File: src/rtl/fifo_sim_pkg.sv
// rtl/fifo_sim_pkg.sv - shared types for the FIFO read-side stream consumer
package fifo_sim_pkg;
    localparam int DATA_W = 8;

    typedef logic [DATA_W-1:0] data_t;

    typedef enum logic [1:0] {
        ST_IDLE,
        ST_RUN,
        ST_FLUSH
    } rd_state_t;
endpackage

File: src/rtl/skid_buf2.sv
// rtl/skid_buf2.sv - 2-entry valid/ready buffer; entry 0 drives the output
module skid_buf2 #(
    parameter int W = 8
) (
    input  logic         clk,
    input  logic         rst,
    input  logic         in_valid,
    output logic         in_ready,
    input  logic [W-1:0] in_data,
    output logic         out_valid,
    input  logic         out_ready,
    output logic [W-1:0] out_data
);
    logic [W-1:0] d0, d1;
    logic         v0, v1;
    logic         acc, push;

    // Room exists unless both entries stay occupied after this cycle's accept.
    assign in_ready  = ~v1 | out_ready;
    assign acc       = v0 & out_ready;
    assign push      = in_valid & in_ready;
    assign out_valid = v0;
    assign out_data  = d0;

    always_ff @(posedge clk) begin
        if (rst) begin
            d0 <= '0;
            d1 <= '0;
            v0 <= 1'b0;
            v1 <= 1'b0;
        end else if (acc) begin
            if (v1) begin
                d0 <= d1;
                v0 <= 1'b1;
                if (push) begin
                    d1 <= in_data;
                end
                v1 <= push;
            end else begin
                if (push) begin
                    d0 <= in_data;
                end
                v0 <= push;
            end
        end else if (push) begin
            if (!v0) begin
                d0 <= in_data;
                v0 <= 1'b1;
            end else begin
                d1 <= in_data;
                v1 <= 1'b1;
            end
        end
    end
endmodule

File: src/rtl/fifo_rd_stream.sv
// rtl/fifo_rd_stream.sv - pops a FWFT FIFO into a valid/ready stream with flush and word count
module fifo_rd_stream
    import fifo_sim_pkg::*;
#(
    parameter int DATASIZE = 8,
    parameter int CNTSIZE  = 16
) (
    input  logic                CLK_I,
    input  logic                RST_I,
    input  logic [DATASIZE-1:0] RDATA_I,
    input  logic                REMPTY_I,
    input  logic                AREMPTY_I,
    output logic                RINC_O,
    input  logic                ENABLE_I,
    input  logic                FLUSH_I,
    output logic [DATASIZE-1:0] M_DATA_O,
    output logic                M_VALID_O,
    input  logic                M_READY_I,
    output logic                LOW_WATER_O,
    output logic                BUSY_O,
    output logic [CNTSIZE-1:0]  RD_CNT_O
);
    rd_state_t          state, state_d;
    logic               skid_ready;
    logic               push;
    logic               rinc;
    logic               low_water_q, busy_q;
    logic [CNTSIZE-1:0] cnt_q;

    always_ff @(posedge CLK_I) begin
        if (RST_I) begin
            state       <= ST_IDLE;
            low_water_q <= 1'b0;
            busy_q      <= 1'b0;
            cnt_q       <= '0;
        end else begin
            state       <= state_d;
            low_water_q <= AREMPTY_I;
            busy_q      <= (state_d == ST_FLUSH);
            if (M_VALID_O && M_READY_I) begin
                cnt_q <= cnt_q + 1'b1;
            end
        end
    end

    always_comb begin
        state_d = state;
        rinc    = 1'b0;
        push    = 1'b0;
        case (state)
            ST_IDLE: begin
                if (FLUSH_I) begin
                    state_d = ST_FLUSH;
                end else if (ENABLE_I) begin
                    state_d = ST_RUN;
                end
            end
            ST_RUN: begin
                rinc = ENABLE_I & ~REMPTY_I & skid_ready;
                push = rinc;
                if (FLUSH_I) begin
                    state_d = ST_FLUSH;
                end else if (!ENABLE_I) begin
                    state_d = ST_IDLE;
                end
            end
            ST_FLUSH: begin
                // Popped words bypass the skid buffer and are dropped.
                rinc = ~REMPTY_I;
                if (REMPTY_I) begin
                    state_d = ENABLE_I ? ST_RUN : ST_IDLE;
                end
            end
            default: state_d = ST_IDLE;
        endcase
        if (RST_I) begin
            rinc = 1'b0;
            push = 1'b0;
        end
    end

    skid_buf2 #(.W(DATASIZE)) u_skid (
        .clk       (CLK_I),
        .rst       (RST_I),
        .in_valid  (push),
        .in_ready  (skid_ready),
        .in_data   (RDATA_I),
        .out_valid (M_VALID_O),
        .out_ready (M_READY_I),
        .out_data  (M_DATA_O)
    );

    assign RINC_O      = rinc;
    assign LOW_WATER_O = low_water_q;
    assign BUSY_O      = busy_q;
    assign RD_CNT_O    = cnt_q;
endmodule

File: config.mk
export PLATFORM = sky130hd
export DESIGN_NAME = fifo_rd_stream
export DESIGN_NICKNAME = d
export VERILOG_FILES = /design/src/rtl/fifo_sim_pkg.sv /design/src/rtl/skid_buf2.sv /design/src/rtl/fifo_rd_stream.sv
export SDC_FILE = /design/constraint.sdc
export NUM_CORES = 1
export LEC_CHECK = 0
export ABC_AREA = 1
export ABC_CLOCK_PERIOD_IN_PS = 1830
export CAP_MARGIN = 15
export CORE_ASPECT_RATIO = 0.9
export CORE_MARGIN = 2
export CORE_UTILIZATION = 39
export CTS_CLUSTER_SIZE = 40
export DETAILED_ROUTE_END_ITERATION = 7
export PLACE_DENSITY = 0.75
export SYNTH_ARGS = -nofsm -noshare
export SYNTH_HDL_FRONTEND = slang
export SYNTH_SLANG_ARGS = --single-unit
File: constraint.sdc
create_clock -name CLK_I -period 1.83 [get_ports CLK_I]
set_input_delay 0.366 -clock CLK_I [delete_from_list [all_inputs] [get_ports CLK_I]]
set_output_delay 0.366 -clock CLK_I [all_outputs]
set_load 0.03 [all_outputs]
==> After elaboration in Yosys (flattened, before gate mapping) <==
Index checks and enable logic that the tools add are counted.
{ "word_totals": {"ff_bits": 38, "inputBits": 15, "out_inout_bits": 28, "elab_cells": 57} }
{ "classes": {"add_sub_neg": 1, "eq_ne": 6, "mux": 27, "n_bitwise": 7, "n_reduce_logical": 8} }
{ "op_table": {"columns": ["op", "count"], "rows": [
  ["two-way mux 8 bit", 9],
  ["adder 16 x 1 -> 16 bit (second input constant)", 1],
  ["two-way mux 1 bit", 11],
  ["two-way mux 2 bit", 5],
  ["one-hot mux 2 bit (3 select lines)", 1],
  ["nonzero test 2 bit", 3],
  ["AND 1 bit", 4],
  ["equality test 2 bit (second input constant)", 2],
  ["!= test 2 bit (second input constant)", 2],
  ["AND reduction 4 bit", 1],
  ["AND reduction 3 bit", 1],
  ["equality test 2 x 1 -> 1 bit (second input constant)", 1],
  ["zero test 2 bit", 1],
  ["!= test 2 x 1 -> 1 bit (second input constant)", 1],
  ["inverter 1 bit", 2],
  ["one-hot mux 1 bit (2 select lines)", 1],
  ["AND reduction 2 bit", 1],
  ["logical AND 1 bit", 1],
  ["OR 1 bit", 1]
]} }

==> Depth between registers and ports, before layout <==
{ "logic_depth": {"word_depth": 9, "depth_mapped": 10, "ltp_nobuf": 9} }

==> Hierarchy <==
Synthesis repeated with hierarchy kept, for this count alone.
{ "hier_totals": {"cells_unflattened": 299, "area_unflattened_um2": 1981.9} }
{ "modules_own_cells": {"columns": ["module", "n_inst", "cells_per_inst", "area_per_inst_um2", "seq_area_each_um2"], "rows": [
  ["fifo_rd_stream", 1, 162, 1088.5, 400.4],
  ["skid_buf2", 1, 137, 893.4, 360.3]
]} }

==> Worst setup path after synthesis <==
Ideal clock, no wire load.
{ "synth_path": {"kind": "reg-to-output", "startpoint": "register state[1]", "endpoint": "output port RINC_O", "arrival_ns": 1.403, "required_time_ns": 1.464, "path_slack_ns": 0.061, "stages_incl_launch_ff": 7, "n_path_buf": 0, "path_cell_list": "dfxtp_1 -> inv_1 -> ha_1 -> nand2_1 -> inv_1 -> nand3_2 -> a21oi_1"} }
{ "synth_between": {"elab_chain_cells": 3, "word_cells_on_any_way": 4, "classes_between": "eq/ne (2); mux (2)"} }
{ "synth_lines": {"columns": ["element", "line_no", "text"], "rows": [
  ["start, declared", "fifo_rd_stream.sv:23", "rd_state_t state, state_d;"],
  ["start signal, assigned", "fifo_rd_stream.sv:37", "state <= state_d;"],
  ["equality test 2 bit / equality test 2 x 1 -> 1 bit (equally long branches)", "fifo_rd_stream.sv:50", "case (state)"],
  ["one-hot mux 1 bit (2 select lines) *", "fifo_rd_stream.sv:50", null],
  ["two-way mux 1 bit *", "fifo_rd_stream.sv:76", "if (RST_I) begin"],
  ["end, declared", "fifo_rd_stream.sv:13", "output logic RINC_O,"]
]} }
Every way passes the cells marked *; elsewhere a longest branch is shown, timed or not.

==> Final worst setup path <==
{ "layout_path": {"startpoint": "register cnt_q[4] (netlist: RD_CNT_O[4])", "endpoint": "output port RD_CNT_O[4]"} }
{ "layout_rtl": {"columns": ["element", "line_no", "text"], "rows": [
  ["start, declared", "fifo_rd_stream.sv:28", "logic [CNTSIZE-1:0] cnt_q;"],
  ["start signal, assigned", "fifo_rd_stream.sv:41", "cnt_q <= cnt_q + 1'b1;"],
  ["end, declared", "fifo_rd_stream.sv:21", "output logic [CNTSIZE-1:0] RD_CNT_O"]
]} }
No word-level cell between the ends.

==> impl_results.md <==
* Initial DRC count at 129
* DRC Markers at 0
* CTS clock-pin slew for the worst setup and hold paths at approximately 70 ps
* WP buf/inv at 1
* Mapped Nets at roughly 300
* Fmax at 564.3 MHz
* Synth async-reset ratio at 0%
* CTS tree: yes
* Layout cells sized above 1 at approximately a fifth
* Worst skew pair latency at roughly 290 ps
* Sequential fraction of the synthesis area at 37.30%
* Primary FF master, synth: dfxtp_1
* Num ports at 43
* Fin util at between 50% and 60%
* Leakage power at roughly 1.1 nW
* Crit path capture type: primary output
* Ys Warns at 0
* Max VDD drop at 0.0002867 V
* GP Congestion at 0.8569
* H-tree depth at 2
* Post-route cell area at around 2700 um2
* Input/output buffers at 42
* Outcome: finished clean
* R2R setup slack at ~320 ps
* Clock skew at just under 8 ps
* DR vias/cell at between 4 and 5
* Die W at between 80 and 90 um
* Worst Path Required at 1460 ps
* CP peak stage delay at ~700 ps
* Crit path max fanout at 6
* Post-Route WL at between 4000 and 5000 um
* Cts bufs inserted at 5
* First-pass GRT wire length at slightly below 8000 um
* Final setup viols at 0
* Max Slew Vio Count at 0
* Count leader, synth: nand2_1
* Die height at 72.61 um
* Total gr overflow at 0
* Max-cap violations at 0
* CP arrival at ~1400 ps
* Die area at a little under 6000 um2
* Power Density at approximately 580 nW/um2
* Cell area after placement at around 2600 um2
* Number of flops mapped to enable cells by yosys at 0
* CP Launch Type: register
* Top post-synthesis cells by area: dfxtp_1 37%, nand2_1 11%, nor2_1 6.6%
* Top cell type's share of synthesized area at a little under two fifths
* Critical path's top delay family: buffers and inverters
* Crit Path Class: reg -> out
* DP Wirelength at about 3300 um
* Slew headroom at approximately 75%
* Pwr Total at roughly 1.6 mW
* Initial core utilization at roughly 40%
* Clock Tree Buf Depth at 2
* Nets at 360
* Area Growth Syn to Fin at 34.66%
* Placement Rows at 24
* Initial DRT Pass Iterations at 4
* Synthesized area per cell at 7.336 um2
* Fin crit period at about 1800 ps
* Critical path depth at 1
* Synth Instances at about 280
* Seq cells post-synth at 38
* Worst Tran Pin Value at 371.6 ps
* Synth cell count leaders: 58 x nand2_1, 38 x dfxtp_1, 36 x nor2_1
* Critical path's slowest cell: clkdlybuf4s50_1
* Hold path cells at 2
* CP cell instances: clkdlybuf4s50_1
* Core box area at just under 5000 um2
* Initial antenna violation count at 0
* Cell taking the most area after synthesis: dfxtp_1
* Reg2Reg Depth at 10
* Antenna fix cells at 0
* Clock Sinks at 38
* Class of the worst hold path: reg -> reg
* Final hold viol count at 0
* Final period util at 96.83%
* Vias in the first global route at 1820
* Synth unique cells at 31
* Root Driver: clkbuf_8
* Final ANT Viol Nets at 0
* Gr usage total at ~17%
* Routed len/inst at 11.04 um
* Via count at just under 2000
* Largest net degree at the start of global routing at 30
* Post-Syn Area at just over 2000 um2
* RSZ-0062 raised after global routing: no
-- cells in the final DEF (no fill, tap or decap), types with 3 or more instances in the layout --
cell type        count
nand2_1             58
clkdlybuf4s50_1     40
dfxtp_1             36
nor2_1              36
inv_1               32
nand3_1             22
buf_4               20
o21ai_0             11
a21oi_2              9
nor2_2               9
o31ai_1              8
a21oi_1              7
nand3_2              6
clkbuf_8             5
inv_2                4
nor3_1               4
ha_1                 4
nand4_1              3
-- through the flow --
stage	cells	TNS (ps)	setup slack [ps]	hold WS, ps
final	405	0	57.96	488.9
after global routing	405	0	2.310	508.7
after CTS	404	0	2.820	494.2
after detailed placement	397	-328.4	-38.92	477.7
after global placement	397	-53.10	-30.64	465.9
after floorplan	278	0	60.80	455.7
-- layout make-up --
| type | count | area [um2] |
|---|---|---|
| multi-input cells | 195 | 1080 |
| well taps | 65 | 81.33 |
| clock buffers | 7 | 76.32 |
| flip-flops and latches | 38 | 763.2 |
| inverters | 36 | 135.1 |
| fillers | 465 | 2208 |
| repair buffers | 64 | 610.6 |
-- kinds of logic after synthesis --
logic type / synth area share [%]
AOI/OAI and AO/OA: 13.37
xor gates and xnor gates: 0.8591
adders and majority gates: 3.067
buffers and inverters: 10.55
DFF: 37.30
and+or+nand+nor: 34.85
-- flip-flops by register name, summed over array words and instances, names as in the netlist --
name              count
BUSY_O                1
RD_CNT_O             16
u_skid.v1             1
u_skid.out_valid      1
LOW_WATER_O           1
state                 2
u_skid.d1             8
u_skid.out_data       8
-- worst paths after layout --
path,startpoint,end
worst max register to register,state[1]$_SDFF_PP0_,u_skid.out_data[7]$_SDFFE_PP0P_
worst min-delay path,u_skid.d1[0]$_SDFFE_PP0P_,u_skid.d1[0]$_SDFFE_PP0P_
worst min register to register,u_skid.d1[0]$_SDFFE_PP0P_,u_skid.d1[0]$_SDFFE_PP0P_
worst max-delay path,RD_CNT_O[4]$_SDFFE_PP0P_,RD_CNT_O[4]
-- repair_timing --
item	4_1_cts	5_1_grt
pin swaps	0	1
gates resized for setup	5	4
hold buffers	0	0
buffers inserted	0	1
endpoints found under the setup margin	1	1
-- where the power goes --
part           leakage, nW  internal [mW]  switching, mW
clock               0.0383          0.262          0.281
combinational        0.751         0.0866          0.104
sequential           0.308          0.839        0.00999
total                 1.10           1.19          0.395
-- routing by layer --
metal / wire length (um) / GRT usage, % / vias up
met3: 193 / 4.084 / 6
met2: 2064 / 26.76 / 46
met4: 53 / 6.215 / 0
li1: - / - / 1021
met1: 2160 / 22.55 / 872
met5: 0 / 0 / -
Power figures use the tool's default switching activity.
